<file path="config.mk">
export PLATFORM = sky130hd
export DESIGN_NAME = rv32_decode_exec_register
export DESIGN_NICKNAME = d
export VERILOG_FILES = /design/src/rtl/rv32_decode_exec_register_pkg.sv /design/src/rtl/rv32_decode_exec_register_perf_counter.sv /design/src/rtl/rv32_decode_exec_register.sv
export SDC_FILE = /design/constraint.sdc
export NUM_CORES = 1
export LEC_CHECK = 0
export CORE_AREA = 5 5 164 166
export DETAILED_ROUTE_END_ITERATION = 8
export DIE_AREA = 0 0 169 171
export GPL_ROUTABILITY_DRIVEN = 0
export PLACE_DENSITY = 0.73
export SETUP_SLACK_MARGIN = 0.2
export SLEW_MARGIN = 0
export SYNTH_ARGS = -nofsm -noshare
export SYNTH_HDL_FRONTEND = slang
export SYNTH_SLANG_ARGS = --single-unit
</file>
<file path="constraint.sdc">
create_clock -name clk -period 0.9 [get_ports clk]
set_clock_uncertainty 0.05 [all_clocks]
set_input_delay 0.135 -clock clk [delete_from_list [all_inputs] [get_ports clk]]
set_output_delay 0.135 -clock clk [all_outputs]
set_load 0.03 [all_outputs]
</file>
<file path="src/rtl/rv32_decode_exec_register_pkg.sv">
// rtl/rv32_decode_exec_register_pkg.sv - rv32_types package: instruction, control, bypass and decode/execute buffer types
package rv32_types;

  localparam int RV_XLEN          = 32;
  localparam int CORE_RF_NUM_READ = 3;

  typedef logic [31:0] rv_instr_t;

  typedef enum logic [1:0] {
    WB_ALU = 2'd0,
    WB_MEM = 2'd1,
    WB_PC4 = 2'd2,
    WB_CSR = 2'd3
  } wb_src_t;

  typedef enum logic [1:0] {
    NO_BYPASS   = 2'd0,
    BYPASS_EXEC = 2'd1,
    BYPASS_MEM  = 2'd2,
    BYPASS_WB   = 2'd3
  } bypass_t;

  typedef struct packed {
    logic       register_wb;
    logic       mem_read;
    logic       mem_write;
    wb_src_t    wb_result_src;
    logic [3:0] alu_op;
    logic       alu_src_imm;
    logic       branch;
    logic       jump;
    logic       csr_access;
  } rv_control_t;

  // addi x0,x0,0
  localparam rv_instr_t NOP_INSTR = 32'h00000013;

  // Bubble control: no writeback, no memory access, ALU result source
  localparam rv_control_t NOP_CONTROL = '{
    register_wb:   1'b0,
    mem_read:      1'b0,
    mem_write:     1'b0,
    wb_result_src: WB_ALU,
    alu_op:        4'd0,
    alu_src_imm:   1'b0,
    branch:        1'b0,
    jump:          1'b0,
    csr_access:    1'b0
  };

  typedef struct packed {
    logic                                         valid;
    logic [RV_XLEN-1:0]                           pc;
    rv_instr_t                                    instr;
    rv_control_t                                  control;
    logic [CORE_RF_NUM_READ-1:0][RV_XLEN-1:0]     rs_data;
    bypass_t [CORE_RF_NUM_READ-1:0]               bypass;
  } decode_exec_buffer_t;

endpackage

</file>
<file path="src/rtl/rv32_decode_exec_register_perf_counter.sv">
// rtl/rv32_decode_exec_register_perf_counter.sv - rv32_perf_counter: wrapping event counter with enable
module rv32_perf_counter #(
  parameter int W = 32
) (
  input  logic         clk,
  input  logic         resetn,
  input  logic         en,
  output logic [W-1:0] count
);

  // Count enabled edges, wrapping modulo 2^W
  always_ff @(posedge clk or negedge resetn) begin
    if (!resetn) begin
      count <= '0;
    end else if (en) begin
      count <= count + 1'b1;
    end
  end

endmodule

</file>
<file path="src/rtl/rv32_decode_exec_register.sv">
// rtl/rv32_decode_exec_register.sv - decode/execute pipeline register with bubble, freeze, flush; counters under RV32_PERF_COUNTERS_EN
module rv32_decode_exec_register
  import rv32_types::*;
#(
  parameter int NUM_READ   = CORE_RF_NUM_READ,
  parameter int XLEN       = RV_XLEN,
  parameter int PERF_CNT_W = 32
) (
  input  logic                           clk,
  input  logic                           resetn,
  input  logic                           dec_valid_i,
  input  rv_instr_t                      dec_instr_i,
  input  rv_control_t                    dec_control_i,
  input  logic [NUM_READ-1:0][XLEN-1:0]  dec_rs_data_i,
  input  bypass_t [NUM_READ-1:0]         dec_bypass_i,
  input  logic [XLEN-1:0]                dec_pc_i,
  input  logic                           hazard_stall_i,
  input  logic                           exec_busy_i,
  input  logic                           flush_i,
  output logic                           decode_hold_o,
  output decode_exec_buffer_t            buff_o,
  output logic [PERF_CNT_W-1:0]          perf_stall_cnt_o,
  output logic [PERF_CNT_W-1:0]          perf_flush_cnt_o
);

  // A flush overwrites decode from fetch, so hold is released even if stalled or busy
  always_comb begin
    decode_hold_o = (hazard_stall_i | exec_busy_i) & ~flush_i;
  end

  // Priority: flush bubble > busy freeze > hazard bubble > load from decode
  always_ff @(posedge clk or negedge resetn) begin
    if (!resetn) begin
      buff_o.valid   <= 1'b0;
      buff_o.pc      <= '0;
      buff_o.instr   <= NOP_INSTR;
      buff_o.control <= NOP_CONTROL;
      buff_o.rs_data <= '0;
      for (int i = 0; i < NUM_READ; i++) buff_o.bypass[i] <= NO_BYPASS;
    end else if (flush_i || (!exec_busy_i && hazard_stall_i)) begin
      // Bubble: pc and rs_data are don't-care and simply held
      buff_o.valid   <= 1'b0;
      buff_o.instr   <= NOP_INSTR;
      buff_o.control <= NOP_CONTROL;
      for (int i = 0; i < NUM_READ; i++) buff_o.bypass[i] <= NO_BYPASS;
    end else if (!exec_busy_i) begin
      buff_o.valid   <= dec_valid_i;
      buff_o.pc      <= dec_pc_i;
      buff_o.instr   <= dec_instr_i;
      buff_o.control <= dec_valid_i ? dec_control_i : NOP_CONTROL;
      buff_o.rs_data <= dec_rs_data_i;
      buff_o.bypass  <= dec_bypass_i;
    end
  end

`ifdef RV32_PERF_COUNTERS_EN
  logic stall_event;
  logic flush_event;

  // Stall counts only the edges where a hazard bubble is actually inserted
  always_comb begin
    stall_event = hazard_stall_i & ~exec_busy_i & ~flush_i;
    flush_event = flush_i;
  end

  rv32_perf_counter #(.W(PERF_CNT_W)) u_stall_cnt (
    .clk    (clk),
    .resetn (resetn),
    .en     (stall_event),
    .count  (perf_stall_cnt_o)
  );

  rv32_perf_counter #(.W(PERF_CNT_W)) u_flush_cnt (
    .clk    (clk),
    .resetn (resetn),
    .en     (flush_event),
    .count  (perf_flush_cnt_o)
  );
`else
  assign perf_stall_cnt_o = '0;
  assign perf_flush_cnt_o = '0;
`endif

endmodule
</file>
==> Flow_metrics.wiki, run 1 <==
{| class="wikitable"
! Metric !! Value
|-
| Run status || complete, but fails checks
|-
| Violations in the final reports || negative setup slack
|-
| Vias || 6633
|-
| Maximum number of pins on one net before global-route repair || slightly below 60
|-
| Ordered list of cells on the worst path || buf_6
|-
| First-pass DRT Iterations || 4
|-
| Instance count after placement with tap cells included || about 1300
|-
| Largest area contributor in the synthesized netlist || dfrtp_1
|-
| Placement-stage cell area || 0.01132 mm^2
|-
| CTS tree || yes
|-
| Max VDD drop || 0.001096 V
|-
| Largest registers ranked by flip-flop count || buff_o: 180 flops
|-
| Top sig layer || met4
|-
| Library cell used as clock root buffer || clkbuf_16
|-
| Crit path capture type || primary output
|-
| Clock-pin slew on the worst setup and hold paths || 0.08 ns
|-
| Origin of the worst setup path || buff_o[116]
|-
| Top cells by area in the synthesized netlist || dfrtp_1, mux2_2, buf_4
|-
| Post-route ant nets || 0
|-
| Proportion of layout cells with a drive suffix above 1 || 0.5761
|-
| HPWL after DPL || between 15000 and 20000 um
|-
| Clock insertion delay at the later pin of the skew report || 0.42 ns
|-
| Most used cells in the layout excluding fill and tap cells || buf_6, dfrtp_1, clkdlybuf4s50_1
|-
| Number of global-route vias before repair || 7043
|-
| Path class of the lowest-slack min-delay path || input pin to async pin
|-
| Number of buffers inserted during clock tree synthesis || 17
|-
| Yosys warns || 0
|-
| Total of flip-flops plus latches after synthesis || 180
|-
| Length of routed met3 wiring || 2544 um
|-
| Final Instance Count excl. Fillers || between 1000 and 1500
|-
| Signal arrival time at the worst endpoint || 1.11 ns
|-
| Die width || 169 um
|-
| Mapped Area || around 0.0077 mm^2
|-
| Most frequent standard cell in the layout excluding fill and tap cells || buf_6
|-
| Top achievable clock speed || a little under 800 MHz
|-
| Antenna diode count || 0
|-
| Leakage power total || slightly above 7 nW
|-
| CP max stage delay || 0.56 ns
|-
| Avg Cell Area, Syn || 13.45 um^2
|-
| Library cells used by synthesis || 18
|-
| Cell area after layout || 0.01555 mm^2
|-
| Total grt overflow || 0
|-
| Number of input and output port buffers inserted || 365
|-
| Most flop-heavy register || buff_o
|-
| Category of the most critical setup path || register to primary output
|-
| Fraction of post-synthesis cell area in the top cell type by area || 0.5777
|-
| Startpoint type of the worst setup path || register
|-
| Metal2 WL || ~16000 um
|-
| Antenna violations before repair || 0
|-
| Place WS || -0.8987 ns
|-
| Site row count || 59
|-
| Area of combinational cells with multiple inputs || 0.003471 mm^2
|-
| Number of failing setup endpoints in the final timing report || 363
|-
| Wire length per cell || between 20 and 25 um
|-
| Slowest-stage cell, CP || dfstp_2
|-
| Number of fill cells || 1821
|-
| Power density relative to cell area || between 1500 and 2000 mW/mm^2
|-
| Synth-to-Final Area Change || 102.8%
|-
| Wire length of the first global-routing pass || 41170 um
|-
| Total Nets Final || 1303
|-
| Count of max-cap constraint violations || 0
|-
| Initial cell density of the core || 0.3011
|-
| Initial DRC Count || 285
|-
| Number of levels in the clock H-tree || 4
|-
| Critical-path maximum fanout || 2
|-
| Drt via density || 4.528
|-
| Part of the cycle the worst path needs || 1.442
|-
| I/O Pins || 430
|-
| Post-route DRC violation count || 0
|-
| Final count of hold timing violations || 0
|-
| Clock Path Buffers || 2
|-
| Beginning of the worst register-to-register path || buff_o[147]
|-
| Min Tclk post-route || 1.298 ns
|-
| Routed length on met1 || 11480 um
|-
| Detailed Route WL || around 31000 um
|-
| Gate Count Post-Synth || 570
|-
| Core Box Area || 0.02547 mm^2
|-
| Setup repair after global routing missed its margin || yes
|-
| Sequential Area || 0.004524 mm^2
|-
| Total count of max-transition violations in the final report || 0
|-
| Fraction of the core area covered by cells at the end of the flow || 0.6104
|-
| Portion of the post-synthesis area used by sequential elements || 0.5880
|-
| # clock sinks || 180
|-
| Number of flip-flops under the largest register name || 180
|-
| Die ar. || 0.02890 mm^2
|-
| Data required time of the critical path || 0.71 ns
|-
| Top cell family by delay on the critical path || flip-flops
|-
| Die outline height || about 170 um
|-
| Worst path bufs/invs || 1
|-
| Fin worst setup slack || -0.3982 ns
|-
| Overall routing resource usage || 0.1817
|}
cell families (layout without fill, tap and decap cells):
| logic type | Yosys count | after routing | synth area share |
|---|---|---|---|
| buffers and inverters | 102 | 599 | 0.09693 |
| muxes | 128 | 128 | 0.1880 |
| AOI/OAI and AO/OA | 52 | 52 | 0.03492 |
| other | 1 | 64 | 0.0004891 |
| DFF | 180 | 180 | 0.5880 |
| and+or+nand+nor | 107 | 107 | 0.09171 |
through the flow:
step	power, mW	hold slack (ns)	TNS [ns]
after detailed placement	17.75	-0.09227	-148.10
after global placement	17.63	-0.09021	-144.82
after CTS	28.13	0.02507	-71.56
after floorplan	14.41	-0.2106	-49.91
final	29.27	0.02854	-76.44
after global routing	30.28	0.04125	-84.81
area by class of cell:
type                            instances  area share
Timing Repair Buffer                  568      0.4195
Sequential cell                       180      0.2910
Multi-Input combinational cell        351      0.2233
Clock buffer                           17     0.02736
Tap cell                              335     0.02696
Clock inverter                         14     0.01191
synthesized netlist by cell type (all sizes together):
library cell	instances
a21oi	49
buf	85
clkbuf	17
conb	1
dfrtp	177
dfstp	3
mux2	128
nand2	49
nand4bb	13
nor2	2
nor2b	3
nor3	4
o21bai	3
or3b	36
layer usage:
layer	vias to the layer above	track usage
met3	40	0.06146
met5	-	0
met2	301	0.3176
met4	0	0.05915
li1	2939	-
met1	3353	0.2108
report_power, final:
group / total (mW) / leakage (nW) / internal [mW] / switching [mW]
combinational: 11.1 / 4.66 / 6.08 / 5.02
sequential: 10.3 / 2.20 / 9.27 / 0.987
clock: 7.91 / 0.301 / 4.25 / 3.66
total: 29.3 / 7.15 / 19.6 / 9.67
path summary, 6_finish.rpt:
check,to,slack (ns),cells after the start
max,buff_o[116],-0.40,1
min,buff_o[68],0.03,3
max reg2reg,buff_o[147],-0.22,3
min reg2reg,buff_o[68],0.49,1
max in group asynchronous,buff_o[70],-0.05,4
min in group clk,buff_o[117],0.17,3
what timing repair did:
action                                  in CTS  in global routing
buffers inserted                            71                 67
gates resized for setup                    422                 84
cloned                                      17                  6
hold buffers                                 1                  1
endpoints found under the setup margin     361                467
pin swaps                                   80                 52
hold endpoints to repair                   180                 13
Note: power is estimated with default switching activity, not from simulation.
==> inputs of run 2 (changes only) <==
Settings changed: SKIP_LAST_GASP from default to 1.
==> run 2 against run 1 <==
  * The run still ends with negative setup slack left
  * Worst setup slack lost 0.00088 ns
  * Sequential power about the same
  * Hold slack better by 0.033 ns
  * Sequential share of layout area down 0.068 points
  * Non-clock buffer count up 9
  * Clock-buffer cell count unchanged
  * Register-to-register slack hardly changed
  * Fmax about the same
  * Combinational power about the same
  * Final cell count rose by 0.61%
  * Cell area grew 0.23%
  * Flip-flop and latch count stayed put
==> Flow_metrics.wiki, run 2 (synthesized netlist as in run 1, its figures left out) <==
{| class="wikitable"
! Metric !! Value
|-
| Library cell used as clock root buffer || clkbuf_16
|-
| Count of max-cap constraint violations || 0 (unchanged)
|-
| First-pass DRT Iterations || 4 (unchanged)
|-
| CTS tree || yes
|-
| Power density relative to cell area || 1871 mW/mm^2 (-0.63%)
|-
| Path class of the lowest-slack min-delay path || input pin to async pin
|-
| Site row count || 59 (unchanged)
|-
| Number of flip-flops under the largest register name || 180 (unchanged)
|-
| Number of input and output port buffers inserted || 365 (unchanged)
|-
| Worst path bufs/invs || 1 (unchanged)
|-
| Worst hold-check slack || 0.06192 ns (+0.03339 ns)
|-
| Post-route ant nets || 0 (unchanged)
|-
| Antenna violations before repair || 0 (unchanged)
|-
| Post-route DRC violation count || 0 (unchanged)
|-
| # clock sinks || 180 (unchanged)
|-
| HPWL after DPL || 17240 um (unchanged)
|-
| Number of global-route vias before repair || 7072 (+0.41%)
|-
| Min Tclk post-route || 1.299 ns (+0.0008830 ns)
|-
| Startpoint type of the worst setup path || register
|-
| Clock-pin slew on the worst setup and hold paths || 0.08 ns (about the same)
|-
| Number of levels in the clock H-tree || 4 (unchanged)
|-
| Detailed Route WL || 30630 um (-0.60%)
|-
| Vias || 6603 (-0.45%)
|-
| Die outline height || 171 um (unchanged)
|-
| Crit path capture type || primary output
|-
| Most used cells in the layout excluding fill and tap cells || buf_6, dfrtp_1, clkdlybuf4s50_1
|-
| Number of failing setup endpoints in the final timing report || 367 (+1.1%)
|-
| Largest registers ranked by flip-flop count || buff_o: 180 flops
|-
| Core Box Area || 0.02547 mm^2 (unchanged)
|-
| Top cell family by delay on the critical path || flip-flops
|-
| Part of the cycle the worst path needs || 1.443 (about the same)
|-
| Die width || 169 um (unchanged)
|-
| TNS Setup || -75.95 ns (+0.4900 ns)
|-
| Overall routing resource usage || 0.1804 (-0.001319)
|-
| Total grt overflow || 0 (unchanged)
|-
| Critical-path maximum fanout || 2 (unchanged)
|-
| Proportion of layout cells with a drive suffix above 1 || 0.5759 (about the same)
|-
| Fin worst setup slack || -0.3991 ns (-0.0008830 ns)
|-
| Number of buffers inserted during clock tree synthesis || 17 (unchanged)
|-
| Slowest-stage cell, CP || dfstp_2
|-
| Leakage power total || 7.189 nW (+0.50%)
|-
| Drt via density || 4.480 (-1.1%)
|-
| R2R setup slack || -0.22 ns (about the same)
|-
| Number of fill cells || 1789 (-1.8%)
|-
| Signal arrival time at the worst endpoint || 1.11 ns (about the same)
|-
| Initial cell density of the core || 0.3011 (unchanged)
|-
| Total power || 29.16 mW (-0.40%)
|-
| Clock insertion delay at the later pin of the skew report || 0.42 ns (about the same)
|-
| Clock Path Buffers || 2 (unchanged)
|-
| Violations in the final reports || negative setup slack
|-
| CP max stage delay || 0.56 ns (about the same)
|-
| I/O Pins || 430 (unchanged)
|-
| Antenna diode count || 0 (unchanged)
|-
| Run status || complete, but fails checks
|-
| Sequential Area || 0.004524 mm^2 (unchanged)
|-
| Wire length of the first global-routing pass || 40880 um (-0.69%)
|-
| Area of combinational cells with multiple inputs || 0.003447 mm^2 (-0.68%)
|-
| Wire length per cell || 20.78 um (-1.2%)
|-
| Setup repair after global routing missed its margin || yes
|-
| Maximum number of pins on one net before global-route repair || 58 (unchanged)
|-
| Top achievable clock speed || 769.8 MHz (about the same)
|-
| Final count of hold timing violations || 0 (unchanged)
|-
| Total count of max-transition violations in the final report || 0 (unchanged)
|-
| Synth-to-Final Area Change || 103.2%
|-
| Die ar. || 0.02890 mm^2 (unchanged)
|-
| Initial DRC Count || 297 (+4.2%)
|-
| Most flop-heavy register || buff_o
|-
| Most frequent standard cell in the layout excluding fill and tap cells || buf_6
|-
| Max VDD drop || 0.001083 V (-1.2%)
|-
| Category of the most critical setup path || register to primary output
|-
| Fraction of the core area covered by cells at the end of the flow || 0.6118 (+0.001425)
|-
| Data required time of the critical path || 0.71 ns (about the same)
|-
| Total Nets Final || 1312 (+0.69%)
|-
| Ordered list of cells on the worst path || buf_6
|}
[run 2: metal layers]
| metal | GRT usage | part of all wire | vias up |
|---|---|---|---|
| li1 | - | - | 2952 |
| met1 | 0.2066 | 0.38 | 3324 |
| met2 | 0.3169 | 0.52 | 292 |
| met3 | 0.06169 | 0.078 | 35 |
| met4 | 0.06090 | 0.020 | 0 |
| met5 | 0 | 0 | - |
[run 2: final timing paths]
path / startpoint / end / cells after the start
max: buff_o[115] / buff_o[115] / 1
min: resetn / buff_o[68] / 3
max reg2reg: buff_o[176] / buff_o[176] / 3
min reg2reg: buff_o[68] / buff_o[68] / 1
max in group asynchronous: resetn / buff_o[70] / 4
min in group clk: flush_i / buff_o[146] / 3
[run 2: through the flow]
stage          std cells  setup WS, ns  area (um^2)
6_report            1474       -0.3991        15580
5_1_grt             1474       -0.4483        15580
4_1_cts             1391       -0.4294        14450
3_5_place_dp        1271       -0.8987        11320
2_1_floorplan        633       -0.3515         8016
3_3_place_gp        1271       -0.8744        11320
[run 2: power breakdown]
part,internal [mW],switching [mW]
clock network,4.25,3.61
logic,6.07,4.99
registers,9.27,0.971
[run 2: layout make-up]
type                       instances  area share
clock buffer                      17     0.02730
clock inverter                    14     0.01188
multi-input combinational        351      0.2212
sequential                       180      0.2903
tap                              335     0.02690
timing repair buffer             577      0.4224
[run 2: repair_timing]
item                       4_1_cts  5_1_grt
hold buffers                     1        1
hold endpoints to repair       180       13
setup endpoints to repair      361      462
cloned                          17        6
setup buffers                   71       76
pin swaps                       80       54
resized for setup              410       91
==> inputs of run 3 (changes only) <==
Settings changed: CORE_AREA 5 5 164 166 to 3 3 167 169, DIE_AREA 0 0 169 171 to 0 0 170 172, PLACE_DENSITY 0.73 to 0.7, SLEW_MARGIN 0 to default.
==> run 3 against run 2 <==
  * The run still ends with negative setup slack left
  * Die area grew 1.2%
  * Global-route usage shrank 0.26 points
  * Critical endpoint unchanged
  * First-iteration DRC count shrank 15%
  * Sequential power is essentially flat
==> Flow_metrics.wiki, run 3 (synthesized netlist as in run 1, its figures left out) <==
{| class="wikitable"
! Metric !! Value
|-
| Die outline height || 172 um (+0.58%)
|-
| Number of flip-flops under the largest register name || 180 (unchanged)
|-
| Wire length of the first global-routing pass || 40590 um (-0.71%)
|-
| Min Tclk post-route || 1.290 ns (-0.008638 ns)
|-
| Number of global-route vias before repair || 6883 (-2.7%)
|-
| Ordered list of cells on the worst path || buf_6
|-
| Run status || complete, but fails checks
|-
| Max VDD drop || 0.001075 V (-0.70%)
|-
| Most frequent standard cell in the layout excluding fill and tap cells || buf_6
|-
| Worst rel slew slack || 0.3937
|-
| Launch point of the worst hold path || hazard_stall_i
|-
| Worst path bufs/invs || 1 (unchanged)
|-
| Most used cells in the layout excluding fill and tap cells || buf_6, dfrtp_1, clkdlybuf4s50_1
|-
| Die ar. || 0.02924 mm^2 (+1.2%)
|-
| Origin of the worst setup path || buff_o[115]
|-
| Clock insertion delay at the later pin of the skew report || 0.41 ns (about the same)
|-
| Instance count after placement with tap cells included || 1279 (+0.63%)
|-
| Placement-stage cell area || 0.01139 mm^2 (+0.64%)
|-
| Clock Path Buffers || 2 (unchanged)
|-
| Final Instance Count excl. Fillers || 1487 (+0.88%)
|-
| Library cell used as clock root buffer || clkbuf_16
|-
| Path class of the lowest-slack min-delay path || input pin to register
|-
| Count of max-cap constraint violations || 0 (unchanged)
|-
| Cell area after layout || 0.01563 mm^2 (+0.31%)
|-
| Number of failing setup endpoints in the final timing report || 508 (+38%)
|-
| Violations in the final reports || negative setup slack
|-
| Data required time of the critical path || 0.71 ns (about the same)
|-
| Final count of hold timing violations || 0 (unchanged)
|-
| Detailed Route WL || 29050 um (-5.2%)
|-
| Overall routing resource usage || 0.1778 (-0.002570)
|-
| Number of input and output port buffers inserted || 365 (unchanged)
|-
| Post-route DRC violation count || 0 (unchanged)
|-
| Crit path capture type || primary output
|-
| Power density relative to cell area || 1860 mW/mm^2 (-0.61%)
|-
| Number of levels in the clock H-tree || 4 (unchanged)
|-
| Proportion of layout cells with a drive suffix above 1 || 0.5852 (+0.009209)
|-
| Critical-path maximum fanout || 2 (unchanged)
|-
| Vias || 6563 (-0.61%)
|-
| Die width || 170 um (+0.59%)
|-
| Total Nets Final || 1317 (+0.38%)
|-
| Top cell family by delay on the critical path || flip-flops
|-
| Initial DRC Count || 253 (-15%)
|-
| First-pass DRT Iterations || 4 (unchanged)
|-
| Core Box Area || 0.02673 mm^2 (+4.9%)
|-
| CP max stage delay || 0.55 ns (about the same)
|-
| I/O Pins || 430 (unchanged)
|-
| HPWL after DPL || 16860 um (-2.2%)
|-
| Category of the most critical setup path || register to primary output
|-
| Drt via density || 4.414 (-1.5%)
|-
| Site row count || 60 (+1.7%)
|-
| Slowest-stage cell, CP || dfstp_2
|-
| Beginning of the worst register-to-register path || buff_o[70]
|-
| Clock-pin slew on the worst setup and hold paths || 0.08 ns (about the same)
|-
| Number of fill cells || 1989 (+11%)
|-
| Antenna violations before repair || 1 (+1)
|-
| Number of buffers inserted during clock tree synthesis || 17 (unchanged)
|-
| Initial cell density of the core || 0.2869 (-0.01416)
|-
| Maximum number of pins on one net before global-route repair || 54 (-6.9%)
|-
| Depth of the worst hold-timing path || 4
|-
| Stages on the worst setup path || 1 (unchanged)
|-
| Startpoint type of the worst setup path || register
|-
| Total count of max-transition violations in the final report || 0 (unchanged)
|-
| # clock sinks || 180 (unchanged)
|-
| Post-route ant nets || 0 (unchanged)
|-
| Synth-to-Final Area Change || 103.9%
|-
| CTS tree || yes
|-
| Worst hold-check slack || 0.1493 ns (+0.08735 ns)
|-
| Fraction of the core area covered by cells at the end of the flow || 0.5849 (-0.02696)
|-
| Total power || 29.07 mW (-0.30%)
|-
| Fin worst setup slack || -0.3905 ns (+0.008638 ns)
|-
| Total grt overflow || 0 (unchanged)
|-
| Setup repair after global routing missed its margin || yes
|-
| Most flop-heavy register || buff_o
|-
| Signal arrival time at the worst endpoint || 1.11 ns (about the same)
|-
| Part of the cycle the worst path needs || 1.434 (-0.009598)
|-
| R2r worst-path depth || 3 (unchanged)
|-
| Worst-margin pin slew || 0.9064 ns
|-
| Wire length per cell || 19.54 um (-6.0%)
|-
| Largest registers ranked by flip-flop count || buff_o: 180 flops
|-
| Top achievable clock speed || 774.9 MHz (+0.67%)
|-
| Leakage power total || 7.223 nW (+0.47%)
|}
==> run 3: cell types whose count changed in the layout (fill, tap and decap cells not counted), sizes merged, moves of 2 or more <==
cell,change
bufinv,-2
clkinv,+2
dlygate4sd2,-4
clkbuf,-2
clkdlybuf4s50,+4
buf,+9
inv,-2
==> run 3: report_power, final <==
part,total [mW],internal [mW],switching (mW),leakage [nW]
clock,7.59,3.86,3.73,0.288
combinational,11.2,6.25,4.98,4.74
sequential,10.2,9.27,0.980,2.19
total,29.1,19.4,9.70,7.22
==> run 3: layout make-up <==
type,count,area [um^2],area share
clock inverter,13,137.6,0.008805
clock buffer,19,452.9,0.02898
multi-input combinational,351,3456,0.2211
sequential,180,4526,0.2895
antenna,1,2.502,0.0001601
timing repair buffer,582,6630,0.4242
tap,341,426.7,0.02730
==> run 3: worst paths after layout <==
path / slack [ns] / end
worst max-delay path: -0.39 / buff_o[115]
worst min-delay path: 0.15 / buff_o[1]
worst max register to register: -0.20 / buff_o[70]
worst min register to register: 0.49 / buff_o[171]
max in group asynchronous: -0.36 / buff_o[22]
min in group asynchronous: 0.29 / buff_o[132]
==> run 3: per-layer routing <==
layer,routed length [um],up-vias,GRT usage,share of wire
li1,-,2955,-,-
met1,10920,3306,0.2083,0.38
met2,15550,274,0.3246,0.54
met3,2072,28,0.04984,0.071
met4,508,0,0.04092,0.017
met5,0,-,0,0
==> run 3: metrics by stage <==
| step | worst slack (ns) | TNS (ns) |
|---|---|---|
| after global placement | -0.8915 | -145.80 |
| final | -0.3905 | -113.96 |
| after global routing | -0.4421 | -129.48 |
| after CTS | -0.4167 | -108.46 |
| after floorplan | -0.3515 | -49.91 |
| after detailed placement | -0.9293 | -148.97 |
==> run 3: what timing repair did <==
item                       in CTS  in global routing
hold endpoints to repair      180                180
buffers inserted               89                 64
hold buffers                    1                  1
gates resized for setup       423                107
setup endpoints to repair     361                541
cloned                         20                  1
pin swaps                      84                 40
